`src/rtl/inst_seq_constraint.sv`:
```
// Fetch-group legality constraint for formal checking of the core.
// Decodes an NSLOT-wide group against the RV32IM subset and sequences issue, NOP drain and hold.
module inst_seq_constraint #(
  parameter int unsigned NSLOT     = 2,
  parameter int unsigned MAX_INST  = 1,
  parameter int unsigned DRAIN_CYC = 16,
  parameter int unsigned REG_LIMIT = 32,
  parameter bit          EN_MUL    = 1'b1,
  parameter bit          EN_MEM    = 1'b1
) (
  input  logic                  clk,
  input  logic                  reset,
  input  logic [32*NSLOT-1:0]   instruction,
  input  logic                  inst_accept,
  output logic [NSLOT-1:0]      slot_legal,
  output logic [NSLOT-1:0]      slot_nop,
  output logic                  assume_ok,
  output logic [1:0]            state,
  output logic [7:0]            inst_count,
  output logic [7:0]            drain_cnt,
  output logic                  seq_done,
  output logic                  viol_seen
);

  localparam int unsigned CW = 8;
  localparam int unsigned KW = 3;
  localparam int unsigned SW = 9;

  localparam logic [6:0] OP_R   = 7'b0110011;
  localparam logic [6:0] OP_I   = 7'b0010011;
  localparam logic [6:0] OP_LD  = 7'b0000011;
  localparam logic [6:0] OP_ST  = 7'b0100011;
  localparam logic [6:0] OP_NOP = 7'b1111111;

  localparam logic [6:0] F7_BASE = 7'b0000000;
  localparam logic [6:0] F7_ALT  = 7'b0100000;
  localparam logic [6:0] F7_MUL  = 7'b0000001;

  typedef enum logic [1:0] {
    ST_ISSUE = 2'd0,
    ST_DRAIN = 2'd1,
    ST_DONE  = 2'd2
  } st_t;

  st_t st_q;

  function automatic logic reg_ok(input logic [4:0] idx);
    return 32'(idx) < REG_LIMIT;
  endfunction

  // ISA subset plus register bound on the fields the instruction actually reads or writes
  function automatic logic decode_legal(input logic [31:0] w);
    logic [6:0] op;
    logic [6:0] f7;
    logic [2:0] f3;
    logic [4:0] rd;
    logic [4:0] rs1;
    logic [4:0] rs2;
    logic       ok;
    op  = w[6:0];
    rd  = w[11:7];
    f3  = w[14:12];
    rs1 = w[19:15];
    rs2 = w[24:20];
    f7  = w[31:25];
    ok  = 1'b0;
    case (op)
      OP_R: begin
        case (f7)
          F7_BASE: ok = 1'b1;
          F7_ALT:  ok = (f3 == 3'b000) || (f3 == 3'b101);
          F7_MUL:  ok = EN_MUL && !f3[2];
          default: ok = 1'b0;
        endcase
        ok = ok && reg_ok(rd) && reg_ok(rs1) && reg_ok(rs2);
      end
      OP_I: begin
        case (f3)
          3'b001:  ok = (f7 == F7_BASE);
          3'b101:  ok = (f7 == F7_BASE) || (f7 == F7_ALT);
          default: ok = 1'b1;
        endcase
        ok = ok && reg_ok(rd) && reg_ok(rs1);
      end
      OP_LD:   ok = EN_MEM && (f3 == 3'b010) && reg_ok(rd) && reg_ok(rs1);
      OP_ST:   ok = EN_MEM && (f3 == 3'b010) && reg_ok(rs1) && reg_ok(rs2);
      OP_NOP:  ok = 1'b1;
      default: ok = 1'b0;
    endcase
    return ok;
  endfunction

  for (genvar i = 0; i < NSLOT; i++) begin : g_slot
    assign slot_nop[i]   = (instruction[32*i +: 7] == OP_NOP);
    assign slot_legal[i] = decode_legal(instruction[32*i +: 32]);
  end

  logic [KW-1:0] k_c;
  logic          order_ok_c;
  logic [SW-1:0] sum_c;
  logic          fits_c;
  logic [CW-1:0] next_cnt_c;

  // Group summary: real-instruction count and NOPs packed into the youngest slots
  always_comb begin
    k_c        = '0;
    order_ok_c = 1'b1;
    for (int i = 0; i < int'(NSLOT); i++) begin
      k_c = k_c + KW'(!slot_nop[i]);
    end
    for (int i = 1; i < int'(NSLOT); i++) begin
      if (slot_nop[i-1] && !slot_nop[i]) order_ok_c = 1'b0;
    end
  end

  assign sum_c      = SW'(inst_count) + SW'(k_c);
  assign fits_c     = (32'(sum_c) <= MAX_INST);
  assign next_cnt_c = fits_c ? sum_c[CW-1:0] : CW'(MAX_INST);

  always_comb begin
    assume_ok = 1'b0;
    case (st_q)
      ST_ISSUE: assume_ok = (&slot_legal) && order_ok_c && fits_c;
      default:  assume_ok = &slot_nop;
    endcase
    if (reset) assume_ok = 1'b1;
  end

  // Issue / drain / done sequencer with registered status outputs
  always_ff @(posedge clk) begin
    if (reset) begin
      st_q       <= ST_ISSUE;
      inst_count <= '0;
      drain_cnt  <= '0;
      seq_done   <= 1'b0;
      viol_seen  <= 1'b0;
    end else begin
      if (!assume_ok) viol_seen <= 1'b1;
      case (st_q)
        ST_ISSUE: begin
          if (inst_accept) begin
            inst_count <= next_cnt_c;
            if (32'(next_cnt_c) == MAX_INST) begin
              st_q      <= ST_DRAIN;
              drain_cnt <= '0;
            end
          end
        end
        ST_DRAIN: begin
          if (drain_cnt == CW'(DRAIN_CYC - 1)) begin
            st_q     <= ST_DONE;
            seq_done <= 1'b1;
          end else begin
            drain_cnt <= drain_cnt + CW'(1);
          end
        end
        ST_DONE:  seq_done <= 1'b1;
        default:  st_q <= ST_ISSUE;
      endcase
    end
  end

  assign state = st_q;

endmodule

```
`config.mk`:
```
export PLATFORM = sky130hd
export DESIGN_NAME = inst_seq_constraint
export DESIGN_NICKNAME = d
export VERILOG_FILES = /design/src/rtl/inst_seq_constraint.sv
export SDC_FILE = /design/constraint.sdc
export NUM_CORES = 1
export LEC_CHECK = 0
export ABC_AREA = 1
export CAP_MARGIN = 10
export CORE_AREA = 2 2 65 67
export DETAILED_ROUTE_END_ITERATION = 12
export DIE_AREA = 0 0 67 69
export PLACE_DENSITY = 0.85
export SLEW_MARGIN = 5
export SYNTH_ARGS = -nofsm -noshare
export SYNTH_HDL_FRONTEND = slang
export SYNTH_SLANG_ARGS = --single-unit
```
`constraint.sdc`:
```
create_clock -name clk -period 2.5 [get_ports clk]
set_input_delay 0.25 -clock clk [delete_from_list [all_inputs] [get_ports clk]]
set_output_delay 0.25 -clock clk [all_outputs]
set_load 0.02 [all_outputs]
```
==> metrics, run 1 <==
status=finished clean; Initial Utilization=33.7%; Routed WL=4170 um; register bit total from synthesis=20; PD cells=372 mW/mm2; first-pass GRT wire length=6870 um; Hold Crit Class=flip-flop to flip-flop; GRT overflow=0; fin nets=384; Worst Setup Start Kind=input pin; share of cells above drive strength 1=24.6%; initial antenna violation count=0; CTS root buf=clkbuf_8; Tmin final=2460 ps; crit path cell chain=buf_8 -> nand2_4 -> nor4_4 -> inv_1 -> fa_2 -> ha_4 -> inv_2 -> nand2_1 -> nor2_1 -> nand3_1 -> nor2_2 -> nand4_1 -> nor2_1 -> nand2_1 -> nand3_2 -> buf_6; vias in the first global route=1647; CTS Buf Count=3; internal power=0.653 mW; Met1 Wirelength=1780 um; CTS tree=done; register share of total power=38.1%; syn_area_per_cell=6.02 um2; CTS max path bufs=2; GP Congestion=0.790; clock share of power=37.2%; row count=23; Switching Fraction=25.5%; Syn Nets=289; final period utilization=98.3%; switching power=0.224 mW; 1st-iter DRT viols=80; Comb power frac=24.7%; post-synthesis compound-gate area fraction=9.12%; met2 WL=2110 um; Seq/Total Area, Yosys=30.4%; Crit Path Class=input pin to primary output; Post-DP Area=0.00214 mm2; # IOs=92; Unique masters post-synth=24; RSZ-0062 raised after global routing=true; Cells after Synth=219; PortBufs=61; Detail Placement HPWL=3020 um; Layout area overhead=79.3%; Critical Path End Type=primary output; post-synth top area share=30.4%; Max transition margin=79.2%; top area cells in the synthesized netlist=dfxtp_1, nand2_1, inv_1; CP max stage cell=fa_2; clk_lat worst skew=260 ps; simple-gate share of the synthesized area=44.4%; residual DRC count=0; final hold violation count=0; Yosys top cell by area=dfxtp_1; Pre-Repair DR Iteration Count=4; die area=0.00462 mm2; Die H=69 um; CP Max Fanout=2; P_leak=1.05 nW; clock-pin transition on the worst setup and hold timing paths=80 ps; largest net degree at the start of global routing=13; Core Area=0.00391 mm2; H-tree depth=1; CP required=2250 ps; cell count after placement=344; fillcell total=347; multiplexer share of the synthesized area=0%; Synth warnings=0; post-synthesis xor/xnor area fraction=0%; via-per-instance ratio=4.68; clock sinks=20; CTS hold repair buffers=0; Tot GR Track Use=18.4%; Detail Route met3 WL=233 um; worst vdd ir=349 uV; Detail Route Antenna Nets=0; skew final=2.19 ps; largest family of logic cells by synthesized area=simple AND/OR/NAND/NOR gates; number of max-cap violations=0; # diodes=0; routed length per placed instance=11.5 um; Die W=67 um; highest clock rate=407 MHz; final setup violation count=0; Worst Tran Pin Value=312 ps; Top Layer Used=met4; fin cells=363; crit-path max cell delay=430 ps; synthesized area=0.00132 mm2; Final Slew Violations=0; Worst EP arrival=2210 ps; Post-Synth Adder-Cell Area=3.42%; fin area=0.00236 mm2; total power=0.878 mW; post-layout util=60.4%; final hold slack=458 ps; routed via count=1700
==> registers in the layout, summed over array words and instances, names as in the netlist <==
name,count
state,2
drain_cnt,8
viol_seen,1
inst_count,8
seq_done,1
==> area by class of cell <==
cell class              instances  area (um2)  area share [%]
repair buffers                 91         812            34.4
multi-input cells             156         853            36.1
clock inverters                 1        30.0            1.27
well taps                      50        62.6            2.65
clock buffers                   3        41.3            1.75
inverters                      42         163            6.89
flip-flops and latches         20         400            16.9
==> worst max-delay path, delay by kind of cell <==
family                     cells  cell delay (ps)
adders and majority gates      2              660
buffers and inverters          4              350
and+or+nand+nor               10              970
==> cell usage after synthesis <==
cell type	instances
a211oi_1	1
a21oi_1	7
a22oi_1	1
clkbuf_1	1
clkinv_4	1
dfxtp_1	20
fa_1	1
ha_1	2
inv_1	41
nand2_1	51
nand2_2	1
nand2_4	2
nand3_1	20
nand3_2	1
nand4_1	7
nor2_1	40
nor2_2	2
nor3_1	1
nor3_2	1
nor3b_1	2
nor4_1	1
o21ai_0	11
o21bai_1	2
or2_2	2
==> placed cells by master (no fill, tap or decap) <==
cell and count:
buf_8 2, nor2_2 4, or2_2 2, nor3_4 1, clkinv_4 1, buf_4 29
nor3b_1 2, nand2_2 4, nor2_1 38, inv_2 3, nand2_4 4, ha_1 1
nand4_1 7, buf_6 3, nand3_1 16, clkdlybuf4s50_1 46, a22oi_1 1, nor3_1 1
buf_2 10, nand3_2 3, dfxtp_1 20, a21oi_1 6, a21oi_2 1, nor4_4 1
ha_4 1, fa_2 1, buf_12 1, nand2_1 46, a211oi_1 1, o21ai_0 10
nand3_4 2, bufinv_16 1, o21bai_1 2, o21ai_1 1, clkbuf_8 3, inv_1 38
==> power by group through the flow <==
stage / sequential (mW) / combinational [mW] / clock [mW]
floorplan: 0.352 / 0.0752 / 0
global placement: 0.342 / 0.197 / 0
detailed placement: 0.342 / 0.200 / 0
CTS: 0.335 / 0.203 / 0.333
global route: 0.337 / 0.236 / 0.348
finish: 0.335 / 0.216 / 0.326
==> worst paths after layout <==
path	endpoint	cells after the start	slack (ps)	start
setup / recovery	assume_ok	16	40	instruction[37]
hold reg to reg	inst_count[6]	2	460	inst_count[6]
hold / removal	inst_count[6]	2	460	inst_count[6]
setup reg to reg	viol_seen	17	290	inst_count[0]
==> cells by family (layout without fill, tap and decap cells) <==
kind of cell / count (synthesis) / count (layout)
AO/OA/AOI/OAI: 22 / 22
buffers and inverters: 43 / 137
flip-flops: 20 / 20
AND/OR/NAND/NOR: 131 / 131
adder cells (fa/ha/maj): 3 / 3
==> metrics by stage <==
| step | setup WS [ps] | setup TNS (ps) |
|---|---|---|
| floorplan | 16.4 | 0 |
| global placement | -882 | -4530 |
| detailed placement | -947 | -5450 |
| CTS | 13.3 | 0 |
| global route | -118 | -215 |
| finish | 42.8 | 0 |
==> per-layer routing <==
metal  global-route usage (%)  up-vias
li1                         -      876
met3                     5.22        6
met1                     20.9      774
met4                     5.22        0
met2                     32.5       44
met5                        0        -
==> repair_timing <==
item,4_1_cts,5_1_grt
resized for setup,63,22
setup endpoints to repair,12,12
pin swaps,15,12
setup buffers,13,3
Note: power is estimated with default switching activity, not from simulation.
==> inputs of run 2 (changes only) <==
Settings changed: CAP_MARGIN 10 to 20.
==> results of run 2 <==
The final DEF is identical to that of run 1; final timing and power are the same.
==> inputs of run 3 (changes only) <==
Settings changed: CORE_AREA 2 2 65 67 to 10 10 73 75, CTS_CLUSTER_SIZE set to 25, DIE_AREA 0 0 67 69 to 0 0 83 85.
Clock period 2.5 ns to 2.6 ns, I/O delays scaled along.
==> metrics, run 3 (same netlist as run 1, synthesis figures left out) <==
Die H=85 um; skew final=1.81 ps; crit-path max cell delay=430 ps; Critical Path End Type=primary output; final hold violation count=0; H-tree depth=1; GP Congestion=0.857; routed via count=1750; row count=23; worst vdd ir=241 uV; worst setup margin=-12.1 ps; Detail Route Antenna Nets=0; register share of total power=41.2%; residual DRC count=0; number of max-cap violations=0; CTS tree=done; 1st-iter DRT viols=71; P_leak=1.04 nW; internal power=0.560 mW; Layout area overhead=77.4%; Worst EP arrival=2350 ps; routed length per placed instance=13.6 um; die area=0.00706 mm2; status=finished with violations; Worst Setup Start Kind=input pin; CP Max Fanout=2; Tot GR Track Use=13.1%; final period utilization=100%; clock sinks=20; Die W=83 um; Final Slew Violations=0; crit path cell chain=buf_8 -> nand2_4 -> nor4_4 -> inv_1 -> fa_2 -> ha_4 -> inv_2 -> nand2_1 -> nor2_1 -> nand3_1 -> nor2_2 -> nand4_1 -> nor2_1 -> nand2_1 -> nand3_2 -> buf_6; Tmin final=2610 ps; most frequent cells in the layout=nand2_1, clkdlybuf4s50_1, nor2_1; via-per-instance ratio=4.82; CTS root buf=clkbuf_8; Hold Crit Class=flip-flop to flip-flop; PortBufs=61; Core Area=0.00391 mm2; largest net degree at the start of global routing=12; switching power=0.222 mW; Max transition margin=79.5%; fillcell total=358; Pre-Repair DR Iteration Count=4; initial antenna violation count=0; CP required=2340 ps; Worst Tran Pin Value=307 ps; CP max stage cell=fa_2; Comb power frac=27.2%; total power=0.782 mW; PD cells=335 mW/mm2; first-pass GRT wire length=7930 um; highest clock rate=383 MHz; Initial Utilization=33.7%; clock share of power=31.6%; # diodes=0; CTS Buf Count=3; Detail Placement HPWL=3620 um; Routed WL=4940 um; clock-pin transition on the worst setup and hold timing paths=80 ps; violated checks=setup timing; final setup violation count=1; reg-to-reg setup timing slack=270 ps; Crit Path Class=input pin to primary output; Switching Fraction=28.4%; share of cells above drive strength 1=24.0%; RSZ-0062 raised after global routing=true; # IOs=92; cell count after placement=343; CTS max path bufs=2; vias in the first global route=1745; fin nets=384; fin cells=363; clk_lat worst skew=270 ps; GRT overflow=0
[run 3: changes by cell type in the layout (fill, tap and decap cells not counted), sizes merged]
cell / before / now
clkdlybuf4s15: 0 / 3
buf: 45 / 36
clkbuf: 3 / 10
bufinv: 1 / 0
[run 3: area by class of cell]
class | instances | area (um2) | area share, %
well taps | 50 | 62.6 | 2.68
multi-input cells | 156 | 832 | 35.6
inverters | 42 | 163 | 6.96
flip-flops and latches | 20 | 400 | 17.1
repair buffers | 91 | 825 | 35.3
clock buffers | 4 | 55.1 | 2.36
[run 3: power groups by stage]
stage	clock network, mW	registers (mW)	logic (mW)
after global routing	0.266	0.324	0.231
final	0.247	0.322	0.213
after global placement	0	0.328	0.191
after CTS	0.249	0.322	0.202
after floorplan	0	0.338	0.0719
after detailed placement	0	0.329	0.195
[run 3: routing by layer]
| layer | track usage (%) | wire length (um) | vias to the layer above |
|---|---|---|---|
| met2 | 24.4 | 2530 | 68 |
| met5 | 0 | 0 | - |
| met1 | 14.2 | 1990 | 792 |
| li1 | - | - | 877 |
| met3 | 3.15 | 292 | 13 |
| met4 | 4.02 | 126 | 0 |
[run 3: per-stage QoR]
stage	setup TNS [ps]	hold slack, ps	util (%)	worst slack, ps	cell area, um2
3_5_place_dp	-4820	450	54.3	-915	2130
3_3_place_gp	-3490	437	54.3	-816	2130
6_report	-12.1	465	59.7	-12.1	2340
2_1_floorplan	0	433	-	27.0	1340
4_1_cts	0	464	58.2	1.74	2280
5_1_grt	-672	497	59.7	-150	2340
[run 3: path summary, 6_finish.rpt]
check / cells after the start / end / start
max: 16 / assume_ok / instruction[37]
min: 2 / inst_count[5] / inst_count[5]
max reg2reg: 17 / viol_seen / inst_count[0]
min reg2reg: 2 / inst_count[5] / inst_count[5]
[run 3: worst max-delay path: cells and delay by family]
family / cells / cell delay (ps)
adders and majority gates: 2 / 660
buffers and inverters: 4 / 360
and+or+nand+nor: 10 / 1080
[run 3: what timing repair did]
item,CTS,global route
endpoints found under the setup margin,11,11
buffers inserted,11,5
resized for setup,54,21
hold buffers,0,0
pin swaps,12,13
